### src/rtl/cmd_decode.sv
// cmd_decode: bit-serial reader for the G-15 command register track (CM), presenting the command fields in parallel.
// Optional special-command decode (DS, S_OH) is built only when G15_SPECIAL_DECODE_EN is defined.
module cmd_decode (
    input  logic        CLOCK,
    input  logic        rst_n,
    input  logic        CM,
    input  logic        WORD_SYNC,
    input  logic        LATCH,
    output logic [4:0]  BITT,
    output logic        SYNCED,
    output logic        VALID,
    output logic        PREFIX,
    output logic [4:0]  D,
    output logic [4:0]  S,
    output logic [1:0]  C,
    output logic [6:0]  N,
    output logic        BP,
    output logic [6:0]  T,
    output logic        ID,
    output logic        DS,
    output logic [31:0] S_OH,
    output logic        SYNC_ERR
);

    // The lowest shift-register stage is only ever shifted out, so bits 28..1 are all that is stored.
    logic [28:1] sr;
    logic [28:0] word;
    logic [4:0]  bitt_next;
    logic        capture;

    assign word    = {CM, sr[28:1]};
    assign capture = LATCH && SYNCED && (BITT == 5'd29);

    always_comb begin
        bitt_next = BITT;
        if (WORD_SYNC) begin
            bitt_next = 5'd1;
        end else if (BITT == 5'd29) begin
            bitt_next = 5'd1;
        end else if (BITT != 5'd0) begin
            bitt_next = BITT + 5'd1;
        end
    end

    always_ff @(posedge CLOCK or negedge rst_n) begin
        if (!rst_n) begin
            sr <= '0;
        end else begin
            sr <= word[28:1];
        end
    end

    // A slipped WORD_SYNC is flagged but still wins: the counter realigns to it.
    always_ff @(posedge CLOCK or negedge rst_n) begin
        if (!rst_n) begin
            BITT     <= 5'd0;
            SYNCED   <= 1'b0;
            SYNC_ERR <= 1'b0;
        end else begin
            BITT <= bitt_next;
            if (WORD_SYNC) begin
                SYNCED <= 1'b1;
            end
            if (WORD_SYNC && SYNCED && (BITT != 5'd29)) begin
                SYNC_ERR <= 1'b1;
            end
        end
    end

    always_ff @(posedge CLOCK or negedge rst_n) begin
        if (!rst_n) begin
            VALID  <= 1'b0;
            PREFIX <= 1'b0;
            D      <= 5'd0;
            S      <= 5'd0;
            C      <= 2'd0;
            N      <= 7'd0;
            BP     <= 1'b0;
            T      <= 7'd0;
            ID     <= 1'b0;
        end else begin
            VALID <= capture;
            if (capture) begin
                PREFIX <= word[0];
                D      <= word[5:1];
                S      <= word[10:6];
                C      <= word[12:11];
                N      <= word[19:13];
                BP     <= word[20];
                T      <= word[27:21];
                ID     <= word[28];
            end
        end
    end

`ifdef G15_SPECIAL_DECODE_EN
    logic special;

    assign special = (word[5:1] == 5'd31);

    always_ff @(posedge CLOCK or negedge rst_n) begin
        if (!rst_n) begin
            DS   <= 1'b0;
            S_OH <= '0;
        end else if (capture) begin
            DS   <= special;
            S_OH <= special ? (32'd1 << word[10:6]) : 32'd0;
        end
    end
`else
    assign DS   = 1'b0;
    assign S_OH = 32'd0;
`endif

endmodule

### config.mk
export PLATFORM = sky130hd
export DESIGN_NAME = cmd_decode
export DESIGN_NICKNAME = d
export VERILOG_FILES = /design/src/rtl/cmd_decode.sv
export SDC_FILE = /design/constraint.sdc
export NUM_CORES = 1
export LEC_CHECK = 0
export CORE_UTILIZATION = 46
export DETAILED_ROUTE_END_ITERATION = 12
export GPL_TIMING_DRIVEN = 0
export PLACE_DENSITY = 0.83
export SYNTH_ARGS = -nofsm -noshare
export SYNTH_HDL_FRONTEND = slang
export SYNTH_SLANG_ARGS = --single-unit
### constraint.sdc
create_clock -name CLOCK -period 2.05 [get_ports CLOCK]
set_input_delay 0.41 -clock CLOCK [delete_from_list [all_inputs] [get_ports CLOCK]]
set_output_delay 0.41 -clock CLOCK [all_outputs]
set_load 0.02 [all_outputs]
# ---- Word level (Yosys, flattened, before mapping)
# Index checks and enable logic that the tools add are counted.
dict set report word_totals {
  regBits 65
  inputBits 5
  output_inout_bits 70
  word_cells 25
}
dict set report classes {
  n_addsub 1
  n_eq_ne 2
  mux 3
  n_reduce_logical 6
}
# op n
set op_table {}
lappend op_table {{two-way mux 5 bit} 3}
lappend op_table {{adder 5 x 1 -> 5 bit (second input constant)} 1}
lappend op_table {{equality test 5 bit (second input constant)} 1}
lappend op_table {{inequality test 5 bit (second input constant)} 1}
lappend op_table {{nonzero test 5 bit} 1}
lappend op_table {{logical AND 1 bit} 4}
lappend op_table {{nonzero test 3 bit} 1}

# ---- Longest topological paths before layout
dict set report logic_depth {
  depth_word 4
  ltp_mapped 6
  ltp_nobuf 5
}

# ---- Worst setup path before layout
# No wires, ideal clock.
dict set report synth_path {
  kind {reg2reg}
  startpoint {register BITT[1]}
  endpoint {register ID}
  setup_time_ns 0.125
  arrival_ns 1.565
  required_time_ns 1.925
  setup_slack_ns 0.360
  path_stages_with_launch 7
  n_path_buf 1
  period_less_slack_ns 1.690
  path_cell_list {dfrtp_1 -> inv_1 -> ha_1 -> nand4_2 -> nor2_1 -> buf_4 -> mux2_2}
}
dict set report synth_between {
  elab_chain_cells 2
}
# element line
set synth_rtl {}
lappend synth_rtl {{from (decl)} 9} ;# output logic [4:0] BITT,
lappend synth_rtl {{from (signal assigned)} 60} ;# BITT <= bitt_next;
lappend synth_rtl {{equality test 5 bit} 32} ;# assign capture = LATCH && SYNCED && (BITT == 5'd29);
lappend synth_rtl {{logical AND 1 bit} 32}
lappend synth_rtl {{to (signal assigned)} 91} ;# ID <= word[28];
lappend synth_rtl {{to (decl)} 19} ;# output logic ID,
# Every way passes these cells.
# A chain may end at the register's enable or synchronous reset.

# ---- Worst setup path after layout
dict set report layout_path {
  startpoint {register BITT[2]}
  endpoint {output BITT[2]}
}
# No word-level cell between the ends.

==> summary.md <==
| Metric | Value |
|---|---|
| CTS Hold Buffers Added | `0` |
| Compound-Gate Fraction of Synth Area | `1.14%` |
| Post-CTS setup buffer count | `0` |
| Synth top cells by count | `dfrtp_1, buf_4, mux2_2` |
| Syn Inst Count | `158` |
| Total GRT Usage | `15.5%` |
| Max Freq | `527 MHz` |
| Area of the multi-input gates | `633 um2` |
| Cells after DPL | `302` |
| WS Path Type | `flop to output port` |
| DP Wirelength | `2680 um` |
| Top cell type's share of synthesized area | `67.2%` |
| RSZ-0062 raised after global routing | `no` |
| Post-cts sizing count | `0` |
| Die width | `74.5 um` |
| Final worst-path cycle share | `92.5%` |
| Crit-path slowest cell | `clkdlybuf4s50_1` |
| Final setup fails | `0` |
| Final Hold Viols | `0` |
| Ys Warns | `0` |
| Max cap viols | `0` |
| Synth Area in XOR/XNOR | `0.724%` |
| Simple-gate share of the synthesized area | `3.72%` |
| Cell area after layout | `3240 um2` |
| Die footprint | `5560 um2` |
| Outcome | `finished, final reports clean` |
| DR WL met2 | `1770 um` |
| Antenna Cells | `0` |
| Root buffer cell | `clkbuf_8` |
| HP Class | `primary input to async pin` |
| Vias in the first global route | `1273` |
| M1 wire length | `1640 um` |
| Layout cells sized above 1 | `35.0%` |
| Pwr Density | `843 nW/um2` |
| DR pass1 iterations | `4` |
| Clock skew | `0.00561 ns` |
| Filler cells | `402` |
| Main combinational cell family by area after synthesis | `multiplexers` |
| Most frequent cell after synthesis | `dfrtp_1` |
| Ports | `75` |
| CTS max path bufs | `2` |
| Area contributors post-synth | `dfrtp_1, mux2_2, buf_4` |
| Mux cell area share after synthesis | `13.9%` |
| Vias per inst | `4.17` |
| Via Count | `1319` |
| Arr. time, crit path | `1.49 ns` |
| Residual DRC | `0` |
| CTS tree | `done` |
| P&R area growth vs syn | `33.7%` |
| DR WL met3 | `270 um` |
| Worst path max stage delay | `0.66 ns` |
| CTS Sinks | `65` |
| Post-DRT Antenna Nets | `0` |
| Core Rows | `26` |
| Global-route wire length before repair | `5980 um` |
| Lkg Pwr | `1.64 nW` |
| Share of the yosys chip area belonging to registers | `67.2%` |
| DR WL/cell | `12.0 um` |
| Non-filler cells, final | `316` |
| IO buf count | `41` |
| Count of unique library cells instantiated by Yosys | `22` |
| Critical Path, Cell by Cell | `clkdlybuf4s50_1` |
| Core ar. | `5070 um2` |
| Pin count of the biggest net entering global routing | `38` |
| Async SR Flop Fraction | `100%` |
| Layout Nets | `251` |
| Relative slew slack | `56.9%` |
| Max Slew Vio Count | `0` |
| Post-synth top area cell | `dfrtp_1` |
| Number of enable flip-flop cells after synthesis | `0` |
| CTS Buf Count | `9` |
| Synth Area in Adders | `1.55%` |
| Ys flop type | `dfrtp_1` |
| Final TNS setup | `0 ns` |
| Syn Std Cell Area | `2420 um2` |
| Initial antenna violation count | `0` |
| WL final | `3780 um` |
| GPL Wtd Cong | `0.744` |
| Worst endpoint required time | `1.64 ns` |
| Worst setup SP type | `flop` |
| Yosys reg bits | `65` |
| Min Tclk post-route | `1.90 ns` |
| Util after Layout | `63.8%` |
| Cell family with most CP delay | `buffers and inverters` |
| CP bufs+invs | `1` |
| Grt ovf | `0` |
| Critical Path Sink Type | `output port` |
| Clock Pin Slew Worst Setup and Hold Paths | `0.07 ns` |
| Clk Latency, worst-skew pair | `0.34 ns` |
| Chip height | `74.5 um` |
| Synthesized area per cell | `15.3 um2` |
| Worst Path Max Fanout | `8` |
| Slew of the pin with the lowest slew margin | `0.646 ns` |
| H-Tree Depth | `3` |
| Worst vdd ir | `0.447 mV` |
| Area post-placement | `3050 um2` |
| Register Area | `1630 um2` |
| DR top layer | `met4` |
| Starting Density | `47.7%` |
| Drt first-iter violations | `11` |
-- layout make-up --
type                       count  share of cell area (%)
tap                           70                    2.71
buffer                        36                    8.35
clock buffer                  10                    4.25
multi-input combinational     86                    19.6
sequential                    65                    50.3
timing repair buffer          42                    13.1
inverter                       3                   0.348
clock inverter                 4                    1.39
-- report_power, final --
| part | internal (mW) | total (mW) | switching (mW) |
|---|---|---|---|
| Combinational | 0.149 | 0.326 | 0.177 |
| Sequential | 1.33 | 1.38 | 0.0486 |
| Clock | 0.574 | 1.02 | 0.444 |
-- path summary, 6_finish.rpt --
| kind | startpoint | endpoint | slack, ns | cells after the start |
|---|---|---|---|---|
| worst max-delay path | BITT[2] | BITT[2] | 0.15 | 1 |
| min in group CLOCK | sr[10] | sr[9] | 0.37 | 0 |
| worst min register to register | sr[10] | sr[9] | 0.37 | 0 |
| max in group asynchronous | rst_n | BP | 1.34 | 2 |
| worst max register to register | BITT[1] | T[6] | 0.25 | 6 |
| worst min-delay path | rst_n | BITT[4] | 0.1 | 1 |
-- registers in the layout, indices dropped and copies added (netlist names) --
register / cells
C: 2
VALID: 1
SYNC_ERR: 1
ID: 1
BITT: 5
BP: 1
sr: 28
T: 7
N: 7
SYNCED: 1
S: 5
D: 5
PREFIX: 1
-- cells in the final DEF, fill, tap and decap left out, drive strengths merged, types with 2 or more instances in the layout --
cell type and n:
buf 38, clkbuf 10, clkdlybuf4s50 40, clkinv 3, conb 33, dfrtp 65
ha 3, inv 3, mux2 29, nand2 2, nand3 2, nor2 3
xor2 2
-- through the flow --
step | total power [mW] | hold slack, ns | setup WS [ns]
2_1_floorplan | 1.62 | 0.114 | 0.360
3_3_place_gp | 1.72 | 0.352 | -1.36
3_5_place_dp | 1.73 | 0.356 | 0.212
4_1_cts | 2.76 | 0.0994 | 0.118
5_1_grt | 2.84 | 0.132 | 0.0685
6_report | 2.73 | 0.0966 | 0.154
-- logic make-up (layout without fill, tap and decap cells) --
| group | Yosys count | count (layout) |
|---|---|---|
| mux | 30 | 30 |
| buf+inv | 39 | 95 |
| fa+ha+maj | 3 | 3 |
| simple gates | 14 | 14 |
| flops | 65 | 65 |
| xor+xnor | 2 | 2 |
| other cells | 1 | 33 |
| compound gates | 4 | 4 |
-- metal layers --
metal	vias up	track usage [%]
met3	9	6.10
met1	643	18.5
li1	624	-
met4	0	11.9
met5	-	0
met2	43	22.3
Note: power is estimated with default switching activity, not from simulation.
==> variant 1: new RTL, same flow settings <==
Build with the macro `G15_SPECIAL_DECODE_EN` defined.
--- a/src/rtl/cmd_decode.sv
+++ b/src/rtl/cmd_decode.sv
@@ -1,5 +1,7 @@
 // cmd_decode: bit-serial reader for the G-15 command register track (CM), presenting the command fields in parallel.
 // Optional special-command decode (DS, S_OH) is built only when G15_SPECIAL_DECODE_EN is defined.
+`define G15_SPECIAL_DECODE_EN
+
 module cmd_decode (
     input  logic        CLOCK,
     input  logic        rst_n,
Formal check against the unedited RTL: no difference found for any inputs over 10 cycles, from zero or initial values and one cycle with rst_n low; that may be too few to reach the edited logic, so the function may still have changed.
==> variant 1 against the unedited design <==
  * Sequential power increased by 49%
  * Power increased by 29%
  * Area after synthesis increased by 47%
  * Critical path type is now flip-flop to flip-flop
  * Core utilization decreased by 0.62 points
  * Fmax increased by 0.22%
  * Routed wire length increased by 84%
  * Worst setup slack improved by 4.2 ps
  * Final area increased by 44%
  * Sequential cell count increased by 33
  * First-iteration DRC count increased to 9.5 times the old value
==> variant 1: results (changes against the unedited design) <==
[finish]
top_regs=S_OH x32, sr x28
num-fill-cells=569  ; +42%
fin_cells=426  ; +35%
final_net_count=330  ; +31%

[yosys]
postSynthAreaPerCell_sq_um=15.16  ; -1.1%
synth_cell_types=37  ; +68%
synth_common_cells=98 x dfrtp_1, 24 x a22o_1, 19 x mux2_1
seq_area_frac_synth_pct=68.84  ; +1.7 points

[sta]
fin_worst_skew_ps=8.157  ; +2.548 ps
tightest_slew_ps=590.1  ; -56.17 ps

[power_and_ir_drop]
ir_drop_uv=401.0  ; -10%
p_leak_nw=2.117  ; +29%

[worst_setup_path]
cp.arrival_ps=2140  ; +650 ps
critPathMaxFanout=10  ; +2

[clock_tree]
cts_hold_buf=1  ; +1
clkTransAtPathRegs_ps=90  ; +20 ps

[drt]
drt-initial-drc-count=105  ; +94
firstDrtPassIters=4  ; unchanged
routedWlPerCell_um=16.32  ; +36%
viasPerCell=5.284  ; +27%

[global_route]
grt_pass1_vias=2279  ; +79%
grt_pass1_wl_um=11470  ; +92%
grt_max_degree=76  ; +100%
grt_usage_pct=18.32  ; +2.9 points

[placed_design]
dpl_cell_area_sq_um=4452  ; +46%
gp_congestion=0.7631  ; +2.6%
dpl.cell_count=409  ; +35%

[floorplanning]
initial_core_util_pct=48.34  ; +0.63 points

[min_path]
hp-class=flip-flop to flip-flop

[job]
drv_cap=0  ; unchanged

[status]
status=complete, no violations

## variant 1: cell types whose count changed in the layout (fill, tap and decap cells not counted), moves of 12 or more
cell and delta:
conb_1 -33, dfrtp_1 +33, mux2_2 -26, buf_4 -35, mux2_1 +19, o21ai_0 +12, a22o_1 +24, clkdlybuf4s50_1 +33
## variant 1: path summary, 6_finish.rpt
check                      slack [ps]     from  cells after the start       end
max in group asynchronous         930    rst_n                      3      S[4]
min                               380    sr[9]                      0     sr[8]
max reg2reg                       160  BITT[1]                      8      N[5]
min in group asynchronous         480    rst_n                      2  S_OH[27]
max                               160  BITT[1]                      8      N[5]
min reg2reg                       380    sr[9]                      0     sr[8]
## variant 1: kinds of logic (layout without fill, tap and decap cells)
logic type               count (synthesis)  in the layout  synth area share (%)
adder cells (fa/ha/maj)                  3              3                 1.054
buffers and inverters                   17            109                 2.599
AND/OR/NAND/NOR                         38             38                 7.377
XOR/XNOR                                 3              3                0.7378
flip-flops                              98             98                 68.84
multiplexers                            27             27                 9.062
AO/OA/AOI/OAI                           49             49                 10.33
## variant 1: power by group
group          total (mW)  leakage (nW)  switching [mW]  internal [mW]
clock                1.21        0.0971           0.643          0.569
sequential           2.05          1.29          0.0612           1.99
combinational       0.273         0.730           0.156          0.117
## variant 1: layer usage
layer / share of wire, % / GRT usage (%) / up-vias
met3: 5.5 / 4.315 / 10
met2: 48 / 29.01 / 62
met1: 45 / 23.98 / 1147
met5: 0 / 0 / -
met4: 1.8 / 8.602 / 0
li1: - / - / 1032
## variant 1: metrics by stage
step           utilization (%)  power [mW]  setup TNS, ps  setup slack [ps]
2_1_floorplan                -       2.218              0             223.5
3_3_place_gp             60.07       2.347        -276220             -2804
3_5_place_dp             60.41       2.361          -2219            -138.8
4_1_cts                  63.16       3.565              0             133.2
5_1_grt                  63.16       3.679              0             18.22
6_report                 63.16       3.531              0             158.5
## variant 1: final cells by class
class	count	area (sq um)	share of cell area (%)
timing repair buffer	76	775.7	16.67
inverter	6	22.52	0.4839
clock inverter	6	65.06	1.398
buffer	11	70.07	1.505
sequential	98	2452	52.69
clock buffer	10	127.6	2.742
tap	99	123.9	2.661
multi-input combinational	120	1017	21.85
## variant 1: worst max-delay path, stage by stage, from the launching register on
cell and delay, ps:
dfrtp_1 410, inv_1 110, ha_1 150, nand4_1 110, or2_1 240, buf_2 190
inv_2 90, buf_6 150, mux2_1 340
==> variant 2: new RTL, same flow settings <==
Without the edit above. The output `VALID` loses its register stage (`VALID` becomes a continuous assignment).
--- a/src/rtl/cmd_decode.sv
+++ b/src/rtl/cmd_decode.sv
@@ -69,7 +69,6 @@
 
     always_ff @(posedge CLOCK or negedge rst_n) begin
         if (!rst_n) begin
-            VALID  <= 1'b0;
             PREFIX <= 1'b0;
             D      <= 5'd0;
             S      <= 5'd0;
@@ -79,7 +78,6 @@
             T      <= 7'd0;
             ID     <= 1'b0;
         end else begin
-            VALID <= capture;
             if (capture) begin
                 PREFIX <= word[0];
                 D      <= word[5:1];
@@ -92,6 +90,8 @@
             end
         end
     end
+
+    assign VALID = capture;
 
 `ifdef G15_SPECIAL_DECODE_EN
     logic special;
Function: no difference found for any inputs over 10 cycles, from zero or initial values and one cycle with rst_n low; that may be too few to reach the edited logic, so the function may still have changed.
==> variant 2 against the unedited design <==
  * Area after synthesis is 1.0% lower
  * Routed wire length rose by 0.53%
  * Final area grew 0.35%
  * Fmax is 2.9% lower
  * Largest cell class unchanged
  * Critical path depth rose by 5
  * Worst setup slack lost 57 ps
  * Sequential cell count fell by 1
  * Power is 0.80% lower
==> variant 2: results (changes against the unedited design) <==
[yosys]
yosys_most_used_dff=dfrtp_1
synth_cell_types=22  ; unchanged
ys.warnings.count=0  ; unchanged
seq_area_frac_synth_pct=66.84  ; -0.34 points
async_flop_share_pct=100.0  ; unchanged
synth_area_leaders=dfrtp_1 67%, mux2_2 14%, buf_4 11%
synth_common_cells=64 x dfrtp_1, 36 x buf_4, 29 x mux2_2

[power_and_ir_drop]
internal-power_mw=2.036  ; -1.0%
pg_clk_mw=0.986
ir_drop_uv=619.1  ; +39%
sequentialPowerShare_pct=50.3  ; -0.4 points
p_leak_nw=1.637  ; about the same

[global_route]
grt_pass1_wl_um=6051  ; +1.3%
grt_usage_pct=15.51  ; +0.052 points
antenna_found_initial=0  ; unchanged
grt_pass1_vias=1325  ; +4.1%
grt_max_degree=38  ; unchanged

[placed_design]
gp_congestion=0.7346  ; -1.2%
io_buffers=41  ; unchanged
dpl_cell_area_sq_um=3025  ; -0.94%
post-place-ws_ps=-306.5  ; -518.5 ps
dp_hpwl_um=2591  ; -3.2%

[worst_setup_path]
cp.arrival_ps=1540  ; +50 ps
reg2reg_slack_ps=290  ; +40 ps
cp_slowest_cell=dfrtp_1
slowest_delay_ps=370  ; -290 ps
cp_top_family=flip-flops
critPathMaxFanout=5  ; -3

[finish]
clock_area_share_pct=5.547  ; -0.097 points
buffers_excl_clock=81  ; +3.8%
final_layout_size_suffix_gt1_share_pct=36.40  ; +1.4 points
multi_input_cells=86  ; unchanged
inv_count=3  ; unchanged
multi_input_area_share_pct=20.07  ; +0.51 points
final_net_count=253  ; +0.80%
num-fill-cells=376  ; -6.5%
top_regs=sr x28, N x7, T x7
clkbuf_count=12  ; +2
buf_share_pct=22.15  ; +0.66 points
seq-cell-share_pct=49.31  ; -0.94 points
design.seq.count=64  ; -1.5%
diodes=0  ; unchanged

[sta]
fin_ws_ps=97.36  ; -56.87 ps
tightest_slew_ps=632.9  ; -13.41 ps
fin_worst_skew_ps=5.277  ; -0.3324 ps

[clock_tree]
clkTransAtPathRegs_ps=60
clk_latency_ps=330
cts_buffer_depth=2  ; unchanged
numCtsBuffers=9  ; unchanged
cts_htree_levels=3  ; unchanged

[min_path]
hp-class=input pin to asynchronous set/reset pin

[status]
status=complete, no violations

[drt]
drt-total-wl_um=3801  ; +0.53%
viasPerCell=4.256  ; +2.0%
firstDrtPassIters=4  ; unchanged
drt-initial-drc-count=33  ; +22

[floorplanning]
row_count=25  ; -3.8%

variant 2: cell count changes in the layout (fill, tap and decap cells not counted), sizes merged:
| cell | unedited run | this run |
|---|---|---|
| buf | 38 | 42 |
| dfrtp | 65 | 64 |
| clkbuf | 10 | 12 |
| clkdlybuf4s50 | 40 | 39 |
variant 2: routing by layer:
metal | up-vias | track usage (%) | share of wire (%)
met3 | 6 | 8.266 | 8.9
met1 | 658 | 18.99 | 42
met2 | 54 | 23.33 | 48
met5 | - | 0 | 0
met4 | 0 | 5.769 | 1.2
li1 | 631 | - | -
variant 2: metrics by stage:
stage	setup TNS [ps]	hold slack, ps	util [%]	std cells	power (mW)
global placement	-86880	350.8	61.69	297	1.703
CTS	0	110.4	66.41	316	2.715
detailed placement	-306.5	358.7	62.00	298	1.713
floorplan	0	114.4	-	189	1.599
global route	0	140.0	66.56	317	2.830
finish	0	101.2	66.56	317	2.706
variant 2: logic make-up after synthesis:
group	Yosys count	share of synthesized area (%)
multiplexers	30	14.05
other	1	0.1565
adder cells (fa/ha/maj)	3	1.567
buffers and inverters	39	11.75
AND/OR/NAND/NOR	14	3.760
XOR/XNOR	2	0.7312
flip-flops	64	66.84
AO/OA/AOI/OAI	4	1.149
variant 2: worst paths after layout:
| path | start | to | cells past startpoint |
|---|---|---|---|
| max in group asynchronous | rst_n | S[4] | 2 |
| setup reg to reg | BITT[1] | D[4] | 7 |
| min in group CLOCK | sr[7] | sr[6] | 0 |
| hold / removal | rst_n | BITT[2] | 1 |
| hold reg to reg | sr[7] | sr[6] | 0 |
| setup / recovery | BITT[1] | VALID | 6 |
variant 2: what timing repair did:
action | in CTS | in global routing
endpoints found under the setup margin | 1 | 1
hold endpoints to repair | 0 | 0
gates resized for setup | 10 | 0
cloned | 0 | 0
setup buffers | 2 | 1
pin swaps | 1 | 1
